`config.mk`:
```
export PLATFORM = sky130hd
export DESIGN_NAME = barrel_normalizer
export DESIGN_NICKNAME = d
export VERILOG_FILES = /design/src/rtl/barrel_normalizer.sv
export SDC_FILE = /design/constraint.sdc
export NUM_CORES = 1
export LEC_CHECK = 0
export ABC_CLOCK_PERIOD_IN_PS = 4150
export CAP_MARGIN = 30
export CORE_MARGIN = 2
export CORE_UTILIZATION = 54
export CTS_CLUSTER_DIAMETER = 40
export CTS_CLUSTER_SIZE = 28
export DETAILED_ROUTE_END_ITERATION = 10
export GPL_TIMING_DRIVEN = 0
export PLACE_DENSITY_LB_ADDON = 0.2
export SLEW_MARGIN = 0
export SYNTH_ARGS = -nofsm -noshare
export SYNTH_HDL_FRONTEND = slang
export SYNTH_SLANG_ARGS = --single-unit
```
`constraint.sdc`:
```
create_clock -name clk -period 4.15 [get_ports clk]
set_clock_uncertainty 0.2 [all_clocks]
set_input_delay 0.83 -clock clk [delete_from_list [all_inputs] [get_ports clk]]
set_output_delay 0.83 -clock clk [all_outputs]
set_load 0.005 [all_outputs]
```
`src/rtl/barrel_normalizer.sv`:
```
// Iterative normalizer: shifts a word one bit per clock until its leading set bit
// reaches the MSB (left) or LSB (right), reporting the shift count that undoes it.
module barrel_normalizer #(
  parameter int unsigned WIDTH = 8,
  localparam int unsigned NW = $clog2(WIDTH)
) (
  input  logic             clk,
  input  logic             rst,
  input  logic             start,
  input  logic [WIDTH-1:0] In,
  input  logic             Lr,
  output logic             ready,
  output logic             busy,
  output logic             done,
  output logic [WIDTH-1:0] Out,
  output logic [NW-1:0]    n,
  output logic             zero
);

  typedef enum logic [1:0] {IDLE, SHIFT, DONE} state_t;

  state_t           state_q, state_d;
  logic [WIDTH-1:0] work_q, work_d;
  logic [NW-1:0]    cnt_q, cnt_d;
  logic             lr_q, lr_d;
  logic [WIDTH-1:0] out_d;
  logic [NW-1:0]    n_d;
  logic             zero_d;
  logic             target_c;

  // Bit that must end up set for the word to count as normalized.
  assign target_c = lr_q ? work_q[WIDTH-1] : work_q[0];

  // Next-state and datapath update.
  always_comb begin
    state_d = state_q;
    work_d  = work_q;
    cnt_d   = cnt_q;
    lr_d    = lr_q;
    out_d   = Out;
    n_d     = n;
    zero_d  = zero;
    case (state_q)
      IDLE: begin
        if (start) begin
          if (In == '0) begin
            out_d   = '0;
            n_d     = '0;
            zero_d  = 1'b1;
            state_d = DONE;
          end else begin
            work_d  = In;
            lr_d    = Lr;
            cnt_d   = '0;
            zero_d  = 1'b0;
            state_d = SHIFT;
          end
        end
      end
      SHIFT: begin
        if (target_c) begin
          out_d   = work_q;
          n_d     = cnt_q;
          state_d = DONE;
        end else begin
          work_d = lr_q ? (work_q << 1) : (work_q >> 1);
          cnt_d  = cnt_q + NW'(1);
        end
      end
      DONE:    state_d = IDLE;
      default: state_d = IDLE;
    endcase
  end

  // State, datapath and registered status flags decoded from the next state.
  always_ff @(posedge clk) begin
    if (rst) begin
      state_q <= IDLE;
      work_q  <= '0;
      cnt_q   <= '0;
      lr_q    <= 1'b0;
      Out     <= '0;
      n       <= '0;
      zero    <= 1'b0;
      ready   <= 1'b1;
      busy    <= 1'b0;
      done    <= 1'b0;
    end else begin
      state_q <= state_d;
      work_q  <= work_d;
      cnt_q   <= cnt_d;
      lr_q    <= lr_d;
      Out     <= out_d;
      n       <= n_d;
      zero    <= zero_d;
      ready   <= (state_d == IDLE);
      busy    <= (state_d == SHIFT);
      done    <= (state_d == DONE);
    end
  end

endmodule

```
==> results.tsv, run 1 <==
stage	metric	value	unit
power_and_ir_drop	Total Power	0.629	mW
placed_design	Placed Area	1640	um^2
sta	clock period minus final worst setup slack	2.40	ns
drt	final wirelength	3200	um
layout	Nets	193	
power_and_ir_drop	Psw	0.182	mW
clock_network	PostCTS Resize Cnt	0	
clock_network	Inserted Clock Buffers	5	
drt	DRT Pass-1 Iters	4	
synth	syn_area_per_cell	9.15	um^2
drt	# DRC	0	
clock_network	worst skew pair latency	0.33	ns
layout	most used cells in the layout excluding fill and tap cells	dfxtp_1 (29), clkdlybuf4s50_1 (25), a21oi_1 (24)	
placed_design	input/output buffers	25	
die	Top Ports	27	
power_and_ir_drop	Static Leak	0.579	nW
global_routing	GRT Total Usage	23.5	%
sta	Fin Hold WS	0.267	ns
synth	post-synthesis sequential area ratio	42.9	%
global_routing	global-route wire length before repair	4740	um
sta	Final Max Tran Viols	0	
clock_network	setup bufs post-CTS	0	
die	core area	2430	um^2
power_and_ir_drop	sw frac	29.0	%
synth	Post-Syn Instances	148	
sta	Tcrit/Tclk final	57.9	%
placed_design	dpl hpwl	2300	um
clock_network	worst-case clock buffer depth	2	
die	initial core utilization	55.7	%
critical_path	required time of the critical path	4.15	ns
drt	routed len/inst	15.1	um
drt	via count	1240	
clock_network	CTS Sinks	29	
sta	slew at the pin closest to its max-slew limit	0.611	ns
placed_design	Placed Cells	203	
clock_network	CTS clk-pin slew, worst paths	0.09	ns
min_path	Worst Hold Class	flop to flop	
critical_path	crit path max fanout	10	
status	outcome	completed	
clock_network	hold_buf cts	0	
critical_path	CP max stage delay	0.48	ns
power_and_ir_drop	power share of the sequential group	49.9	%
drt	vias per cell	5.88	
global_routing	initial antenna violation count	0	
drt	DRT iter0 DRCs	41	
sta	Final Hold Vio Count	0	
run	max-cap violations	0	
global_routing	pin count of the biggest net entering global routing	11	
die	row cnt	18	
sta	final setup margin	1.75	ns
synth	synthesized flop and latch total	29	
layout	fin cells	211	
synth	syn_nets	161	
die	die footprint	2920	um^2
critical_path	crit start category	input pin	
clock_network	CTS root buf	clkbuf_4	
critical_path	Slowest-stage cell, CP	nor4_4	
global_routing	vias in the first global route	1042	
synth	mapped cell area	1350	um^2
placed_design	routability cong.	0.855	
drt	antenna-violating nets left	0	
critical_path	Data arrival, critical path	2.40	ns
layout	fin util	70.4	%
layout	Finished Cell Area	1710	um^2
synth	Cell variety after synth	30	
sta	RSZ-0062 raised after global routing	no	
layout	commonest non-fill, non-tap cell in the layout	dfxtp_1	
clock_network	H-tree depth	2	
die	die height	54.1	um
sta	slew margin rel.	59.3	%
die	Die X	54.1	um
clock_network	CTS tree	done	
power_and_ir_drop	Clock power frac	31.5	%
layout	Ant. Diodes	0	
critical_path	CP cell instances	clkdlybuf4s50_1, nor4_4, a32oi_2, buf_6, o21ai_2, a21oi_1	
sta	Finish-stage setup viols	0	
power_and_ir_drop	pwr dens	367	nW/um^2
layout	Layout area overhead	26.4	%
critical_path	Crit. End Element	flop	
placed_design	pre-CTS WS	1.41	ns
power_and_ir_drop	P_int	0.447	mW
power_and_ir_drop	Gate power share	18.7	%
power_and_ir_drop	maximum VDD drop	0.000322	V
sta	Setup TNS	0	ns
layout	share of post-route cells with drive strength above 1	17.1	%
critical_path	Crit Path Category	input pin to flop	
sta	Fmax achieved	0.416	GHz
global_routing	grt ovf	0	
synth	yosys warns	0	
layout make-up:
cell class                      instances  area [um^2]
Sequential cell                        29          581
Fill cell                             204          721
Clock inverter                          1         5.00
Clock buffer                            7         65.1
Tap cell                               30         37.5
Multi-Input combinational cell        108          706
Buffer                                 11         67.6
Timing Repair Buffer                   25          250
cell usage after synthesis:
master / instances / area, um^2
nor4_4: 2 / 42.5
o31ai_1: 1 / 7.51
a21boi_4: 1 / 18.8
o21ai_2: 8 / 70.1
nand3b_1: 1 / 7.51
a311oi_1: 2 / 17.5
a21bo_2: 1 / 10.0
a32oi_2: 1 / 16.3
buf_2: 2 / 10.0
a21oi_1: 24 / 120
nand2b_1: 2 / 12.5
buf_6: 2 / 22.5
nor2_1: 2 / 7.51
clkbuf_2: 1 / 5.00
o221ai_1: 6 / 52.6
buf_4: 2 / 15.0
ha_1: 1 / 12.5
o211ai_1: 1 / 7.51
nor2b_1: 2 / 12.5
mux2i_1: 7 / 70.1
nor3b_2: 1 / 12.5
nand3_1: 9 / 45.0
mux2_2: 1 / 11.3
nand4b_1: 1 / 8.76
o21ai_0: 5 / 25.0
clkbuf_1: 4 / 15.0
nand2_1: 23 / 86.3
nor3_1: 5 / 25.0
dfxtp_1: 29 / 581
nor2_2: 1 / 6.26
registers in the layout (all words and copies together) (netlist names):
name     count
n            3
state_q      2
work_q       8
done         1
lr_q         1
ready        1
busy         1
cnt_q        3
zero         1
Out          8
power by group through the flow:
stage | registers (mW) | clock network, mW | logic (mW)
floorplan | 0.315 | 0 | 0.0778
global route | 0.316 | 0.210 | 0.127
CTS | 0.313 | 0.202 | 0.116
finish | 0.313 | 0.198 | 0.118
global placement | 0.319 | 0 | 0.112
detailed placement | 0.319 | 0 | 0.116
worst max-delay path: cells and delay by family:
kind | cells | cell delay (ns)
buf+inv | 2 | 0.67
simple gates | 1 | 0.48
compound gates | 3 | 0.41
layer usage:
layer,global-route usage [%],wire (um),share of wire (%),up-vias
met3,8.89,174,5.4,8
met5,0,0,0,-
met2,36.4,1530,48,40
li1,-,-,-,608
met1,29.0,1450,45,584
met4,10.4,48,1.5,0
path summary, 6_finish.rpt:
check	startpoint	to	slack (ns)	cells after the start
min	Out[0]	Out[0]	0.27	2
max	In[0]	Out[3]	1.75	6
max reg2reg	lr_q	work_q[2]	2.38	4
min reg2reg	Out[0]	Out[0]	0.27	2
kinds of logic (layout without fill, tap and decap cells):
kind of cell    after synthesis  after routing  synth area share (%)
buf+inv                      11             44                  4.99
fa+ha+maj                     1              1                 0.924
compound gates               50             50                  25.5
simple gates                 49             49                  19.7
flops                        29             29                  42.9
mux                           8              8                  6.01
Power figures use the tool's default switching activity.
==> run 2: changes to the inputs <==
--- a/config.mk
+++ b/config.mk
@@ -5,10 +5,10 @@
 export SDC_FILE = /design/constraint.sdc
 export NUM_CORES = 1
 export LEC_CHECK = 0
-export ABC_CLOCK_PERIOD_IN_PS = 4150
+export ABC_CLOCK_PERIOD_IN_PS = 2100
 export CAP_MARGIN = 30
 export CORE_MARGIN = 2
-export CORE_UTILIZATION = 54
+export CORE_UTILIZATION = 45
 export CTS_CLUSTER_DIAMETER = 40
 export CTS_CLUSTER_SIZE = 28
 export DETAILED_ROUTE_END_ITERATION = 10
==> constraint.sdc (replaced) <==
create_clock -name clk -period 2.1 [get_ports clk]
set_clock_uncertainty 0.2 [all_clocks]
set_input_delay 0.42 -clock clk [delete_from_list [all_inputs] [get_ports clk]]
set_output_delay 0.42 -clock clk [all_outputs]
set_load 0.005 [all_outputs]
==> results.tsv, run 2 (synthesized netlist as in run 1, its figures left out) <==
stage	metric	value	unit	change
layout	Layout fillers	274		was 204
min_path	Worst Hold Class	flop to flop		unchanged
clock_network	worst skew pair latency	0.33	ns	about the same
clock_network	hold_buf cts	0		unchanged
layout	Sequential cell area	581	um^2	unchanged
layout	commonest non-fill, non-tap cell in the layout	dfxtp_1		unchanged
critical_path	required time of the critical path	2.10	ns	was 4.15 ns
layout	biggest regs	Out: 8 flops, work_q: 8 flops		unchanged
sta	RSZ-0062 raised after global routing	no		unchanged
sta	slew margin rel.	61.0	%	was 59.3%
drt	vias per cell	5.75		was 5.88
power_and_ir_drop	maximum VDD drop	0.000456	V	was 0.000322 V
placed_design	Placed Cells	204		was 203
placed_design	dpl hpwl	2270	um	was 2300 um
layout	most used cells in the layout excluding fill and tap cells	dfxtp_1 (29), clkdlybuf4s50_1 (25), a21oi_1 (24)		unchanged
critical_path	CP cell instances	clkdlybuf4s50_1, nor4_4, a32oi_2, buf_6, o21ai_2, a21oi_1		unchanged
sta	slew at the pin closest to its max-slew limit	0.586	ns	was 0.611 ns
global_routing	grt ovf	0		unchanged
drt	DRT Pass-1 Iters	8		was 4
die	row cnt	19		was 18
critical_path	CP max stage delay	0.48	ns	about the same
sta	Setup TNS	0	ns	unchanged
critical_path	crit start category	input pin		unchanged
sta	Finish-stage setup viols	0		unchanged
die	die footprint	3460	um^2	was 2920 um^2
layout	Ant. Diodes	0		unchanged
clock_network	CTS root buf	clkbuf_4		unchanged
clock_network	CTS Sinks	29		unchanged
power_and_ir_drop	Static Leak	0.570	nW	was 0.579 nW
die	initial core utilization	48.3	%	was 55.7%
drt	antenna-violating nets left	0		unchanged
global_routing	vias in the first global route	1189		was 1042
run	max-cap violations	0		unchanged
clock_network	Inserted Clock Buffers	5		unchanged
die	Top Ports	27		unchanged
layout	fin cells	212		was 211
die	die height	58.9	um	was 54.1 um
critical_path	Crit path max-delay family	buffers and inverters		unchanged
power_and_ir_drop	P_int	0.816	mW	was 0.447 mW
layout	Nets	193		unchanged
sta	Final Max Tran Viols	0		unchanged
critical_path	Crit. End Element	flop		unchanged
power_and_ir_drop	Gate power share	19.4	%	was 18.7%
placed_design	routability cong.	0.908		was 0.855
drt	final wirelength	3010	um	was 3200 um
drt	routed len/inst	14.2	um	was 15.1 um
critical_path	count of buffer and inverter cells on the critical path	2		unchanged
sta	Fmax achieved	0.501	GHz	
layout	Multi-input gate area	706	um^2	unchanged
clock_network	CTS tree	done		unchanged
sta	Tcrit/Tclk final	95.1	%	
die	core area	2810	um^2	was 2430 um^2
power_and_ir_drop	Clock power frac	27.4	%	was 31.5%
sta	clock period minus final worst setup slack	2.00	ns	
critical_path	Data arrival, critical path	2.00	ns	was 2.40 ns
clock_network	H-tree depth	2		unchanged
status	outcome	finished with violations		was completed
layout	Layout area overhead	25.1	%	was 26.4%
power_and_ir_drop	Psw	0.351	mW	was 0.182 mW
critical_path	Slowest-stage cell, CP	clkdlybuf4s50_1		was nor4_4
sta	Final Hold Vio Count	0		unchanged
critical_path	Crit Path Category	input pin to flop		unchanged
power_and_ir_drop	pwr dens	689	nW/um^2	was 367 nW/um^2
clock_network	worst-case clock buffer depth	2		unchanged
global_routing	initial antenna violation count	0		unchanged
die	Die X	58.9	um	was 54.1 um
sta	Fin Hold WS	0.262	ns	was 0.267 ns
status	failing checks	DRC		
power_and_ir_drop	sw frac	30.1	%	was 29.0%
drt	# DRC	1		was 0
clock_network	CTS clk-pin slew, worst paths	0.09	ns	about the same
drt	DRT iter0 DRCs	28		was 41
placed_design	input/output buffers	25		unchanged
global_routing	global-route wire length before repair	5130	um	was 4740 um
drt	via count	1220		was 1240
global_routing	GRT Total Usage	19.7	%	was 23.5%
clock_network	PostCTS Resize Cnt	0		unchanged
critical_path	crit path max fanout	10		unchanged
global_routing	pin count of the biggest net entering global routing	11		unchanged
layout	share of post-route cells with drive strength above 1	16.6	%	was 17.1%
power_and_ir_drop	power share of the sequential group	53.1	%	was 49.9%
clock_network	setup bufs post-CTS	0		unchanged
==> run 2: final timing paths <==
kind | slack, ns | endpoint | cells past startpoint | from
worst max-delay path | 0.10 | Out[1] | 6 | In[1]
worst max register to register | 0.37 | work_q[5] | 4 | lr_q
worst min-delay path | 0.26 | n[0] | 2 | n[0]
worst min register to register | 0.26 | n[0] | 2 | n[0]
==> run 2: stage by stage <==
stage,power (mW),util [%],area (um^2),setup WS [ns]
3_5_place_dp,0.860,58.6,1640,-0.243
5_1_grt,1.23,60.4,1690,0.00147
4_1_cts,1.18,60.4,1690,0.116
3_3_place_gp,0.853,58.6,1640,-0.210
2_1_floorplan,0.775,-,1350,0.428
6_report,1.17,60.4,1690,0.102
==> run 2: layer usage <==
| metal | vias to the layer above | wire (um) | part of all wire, % | global-route usage (%) |
|---|---|---|---|---|
| li1 | 609 | - | - | - |
| met1 | 581 | 1330 | 44 | 22.5 |
| met2 | 25 | 1510 | 50 | 33.3 |
| met3 | 5 | 127 | 4.2 | 7.03 |
| met4 | 0 | 52 | 1.7 | 7.79 |
| met5 | - | 0 | 0 | 0 |
==> run 2: cell type report <==
| class | instances | share of cell area (%) |
|---|---|---|
| Multi-Input combinational cell | 108 | 41.7 |
| Sequential cell | 29 | 34.3 |
| Timing Repair Buffer | 25 | 14.8 |
| Buffer | 11 | 3.99 |
| Clock buffer | 6 | 2.44 |
| Tap cell | 31 | 2.29 |
| Clock inverter | 2 | 0.591 |
==> run 2: power by group through the flow <==
stage	logic [mW]	registers (mW)	clock network (mW)
after CTS	0.228	0.620	0.329
after floorplan	0.154	0.622	0
after global routing	0.251	0.625	0.351
after detailed placement	0.227	0.632	0
final	0.227	0.620	0.320
after global placement	0.222	0.631	0
==> run 2: worst min-delay path, stage by stage, from the launching register on <==
cell,delay (ns)
dfxtp_1,0.32
o21ai_2,0.05
a21oi_1,0.05
==> run 3: changes to the inputs <==
--- a/config.mk
+++ b/config.mk
@@ -7,10 +7,8 @@
 export LEC_CHECK = 0
 export ABC_CLOCK_PERIOD_IN_PS = 2100
 export CAP_MARGIN = 30
-export CORE_MARGIN = 2
 export CORE_UTILIZATION = 45
 export CTS_CLUSTER_DIAMETER = 40
-export CTS_CLUSTER_SIZE = 28
 export DETAILED_ROUTE_END_ITERATION = 10
 export GPL_TIMING_DRIVEN = 0
 export PLACE_DENSITY_LB_ADDON = 0.2
==> results.tsv, run 3 (synthesized netlist as in run 1, its figures left out) <==
stage	metric	value	unit	change
layout	Layout fillers	268		was 274
sta	Tcrit/Tclk final	92.9	%	was 95.1%
sta	Final Hold Vio Count	0		unchanged
min_path	Hold Path Cell Cnt	2		unchanged
drt	final wirelength	3050	um	was 3010 um
clock_network	H-tree depth	2		unchanged
min_path	Worst Hold Class	flop to flop		unchanged
status	outcome	finished with violations		unchanged
drt	vias per cell	5.75		about the same
sta	slew at the pin closest to its max-slew limit	0.607	ns	was 0.586 ns
layout	Multi-input gate area	706	um^2	unchanged
placed_design	Placed Cells	204		unchanged
drt	via count	1225		was 1220
run	max-cap violations	0		unchanged
critical_path	Data arrival, critical path	1.95	ns	was 2.00 ns
critical_path	crit path from	In[4]		was In[1]
die	Top Ports	27		unchanged
die	row cnt	19		unchanged
critical_path	Crit path max-delay family	buffers and inverters		unchanged
critical_path	CP max stage delay	0.47	ns	was 0.48 ns
critical_path	Slowest-stage cell, CP	nor4_4		was clkdlybuf4s50_1
die	core area	2810	um^2	unchanged
critical_path	crit path max fanout	10		unchanged
critical_path	CP cell instances	clkdlybuf4s50_1, nor4_4, a32oi_2, buf_6, o21ai_2, a21oi_1		unchanged
sta	Setup TNS	0	ns	unchanged
critical_path	Levels on crit path	6		unchanged
min_path	hold_sp	n[0]		unchanged
drt	routed len/inst	14.3	um	was 14.2 um
power_and_ir_drop	maximum VDD drop	0.000449	V	was 0.000456 V
clock_network	CTS clk-pin slew, worst paths	0.09	ns	about the same
layout	biggest regs	Out: 8 flops, work_q: 8 flops		unchanged
clock_network	worst-case clock buffer depth	2		unchanged
clock_network	CTS Sinks	29		unchanged
sta	clock period minus final worst setup slack	1.95	ns	was 2.00 ns
die	Die X	56.9	um	was 58.9 um
critical_path	count of buffer and inverter cells on the critical path	2		unchanged
layout	commonest non-fill, non-tap cell in the layout	dfxtp_1		unchanged
layout	Ant. Diodes	0		unchanged
placed_design	dpl hpwl	2250	um	was 2270 um
layout	Sequential cell area	581	um^2	unchanged
global_routing	initial antenna violation count	0		unchanged
layout	Nets	194		was 193
critical_path	Crit. End Element	flop		unchanged
placed_design	routability cong.	0.905		was 0.908
power_and_ir_drop	pwr dens	690	nW/um^2	was 689 nW/um^2
die	die height	56.9	um	was 58.9 um
clock_network	CTS root buf	clkbuf_4		unchanged
clock_network	CTS tree	done		unchanged
die	die footprint	3230	um^2	was 3460 um^2
global_routing	GRT Total Usage	20.6	%	was 19.7%
layout	Layout area overhead	26.0	%	was 25.1%
power_and_ir_drop	Static Leak	0.574	nW	was 0.570 nW
placed_design	input/output buffers	25		unchanged
clock_network	Inserted Clock Buffers	5		unchanged
global_routing	vias in the first global route	1174		was 1189
critical_path	Crit Path Category	input pin to flop		unchanged
drt	DRT Pass-1 Iters	7		was 8
critical_path	FF-to-FF Start	lr_q		unchanged
layout	fin cells	213		was 212
sta	Fmax achieved	0.513	GHz	was 0.501 GHz
drt	# DRC	2		was 1
sta	Fin Hold WS	0.263	ns	was 0.262 ns
layout	share of post-route cells with drive strength above 1	17.6	%	was 16.6%
layout	most used cells in the layout excluding fill and tap cells	dfxtp_1 (29), clkdlybuf4s50_1 (25), a21oi_1 (24)		unchanged
global_routing	global-route wire length before repair	5090	um	was 5130 um
sta	Finish-stage setup viols	0		unchanged
clock_network	PostCTS Resize Cnt	0		unchanged
clock_network	worst skew pair latency	0.33	ns	about the same
status	failing checks	DRC		unchanged
global_routing	pin count of the biggest net entering global routing	11		unchanged
critical_path	worst r2r path cells	4		unchanged
die	initial core utilization	48.3	%	unchanged
global_routing	grt ovf	0		unchanged
sta	RSZ-0062 raised after global routing	no		unchanged
drt	antenna-violating nets left	0		unchanged
critical_path	crit start category	input pin		unchanged
critical_path	required time of the critical path	2.10	ns	about the same
sta	slew margin rel.	59.5	%	was 61.0%
drt	DRT iter0 DRCs	34		was 28
sta	Final Max Tran Viols	0		unchanged
## run 3: worst paths after layout
check              end  slack, ns
max             Out[4]       0.15
min               n[0]       0.26
max reg2reg  work_q[2]       0.32
min reg2reg       n[0]       0.26
## run 3: routing by layer
layer | share of wire (%) | global-route usage, % | up-vias
met5 | 0 | 0 | -
met4 | 0.98 | 6.62 | 0
met3 | 5.2 | 6.45 | 4
met2 | 49 | 35.9 | 32
met1 | 45 | 24.0 | 581
li1 | - | - | 608
## run 3: what timing repair did
item | in CTS | in global routing
setup buffers | 0 | 1
endpoints found under the setup margin | 0 | 5
hold buffers | 0 | 0
## run 3: area by class of cell
class,count,share of cell area [%]
plain buffers,11,3.96
clock buffers,5,2.20
clock inverters,3,1.03
multi-input cells,108,41.4
flip-flops and latches,29,34.0
well taps,31,2.27
repair buffers,26,15.1
## run 3: through the flow
stage | worst slack [ns] | utilization, % | cell area [um^2] | power [mW]
final | 0.149 | 60.8 | 1710 | 1.18
after global routing | 0.0772 | 60.8 | 1710 | 1.24
after CTS | 0.0988 | 60.5 | 1700 | 1.18
after detailed placement | -0.244 | 58.6 | 1640 | 0.859
after global placement | -0.210 | 58.6 | 1640 | 0.853
after floorplan | 0.428 | - | 1350 | 0.775
## run 3: tightest hold or removal path: stages, from the launching register on
cell and delay, ns:
dfxtp_1 0.33, o21ai_2 0.05, a21oi_1 0.05
## run 3: report_power, final
| part | total (mW) | leakage, nW | switching, mW | internal, mW |
|---|---|---|---|---|
| clock | 0.327 | 0.0310 | 0.201 | 0.126 |
| sequential | 0.620 | 0.236 | 0.0359 | 0.584 |
| combinational | 0.230 | 0.307 | 0.124 | 0.105 |
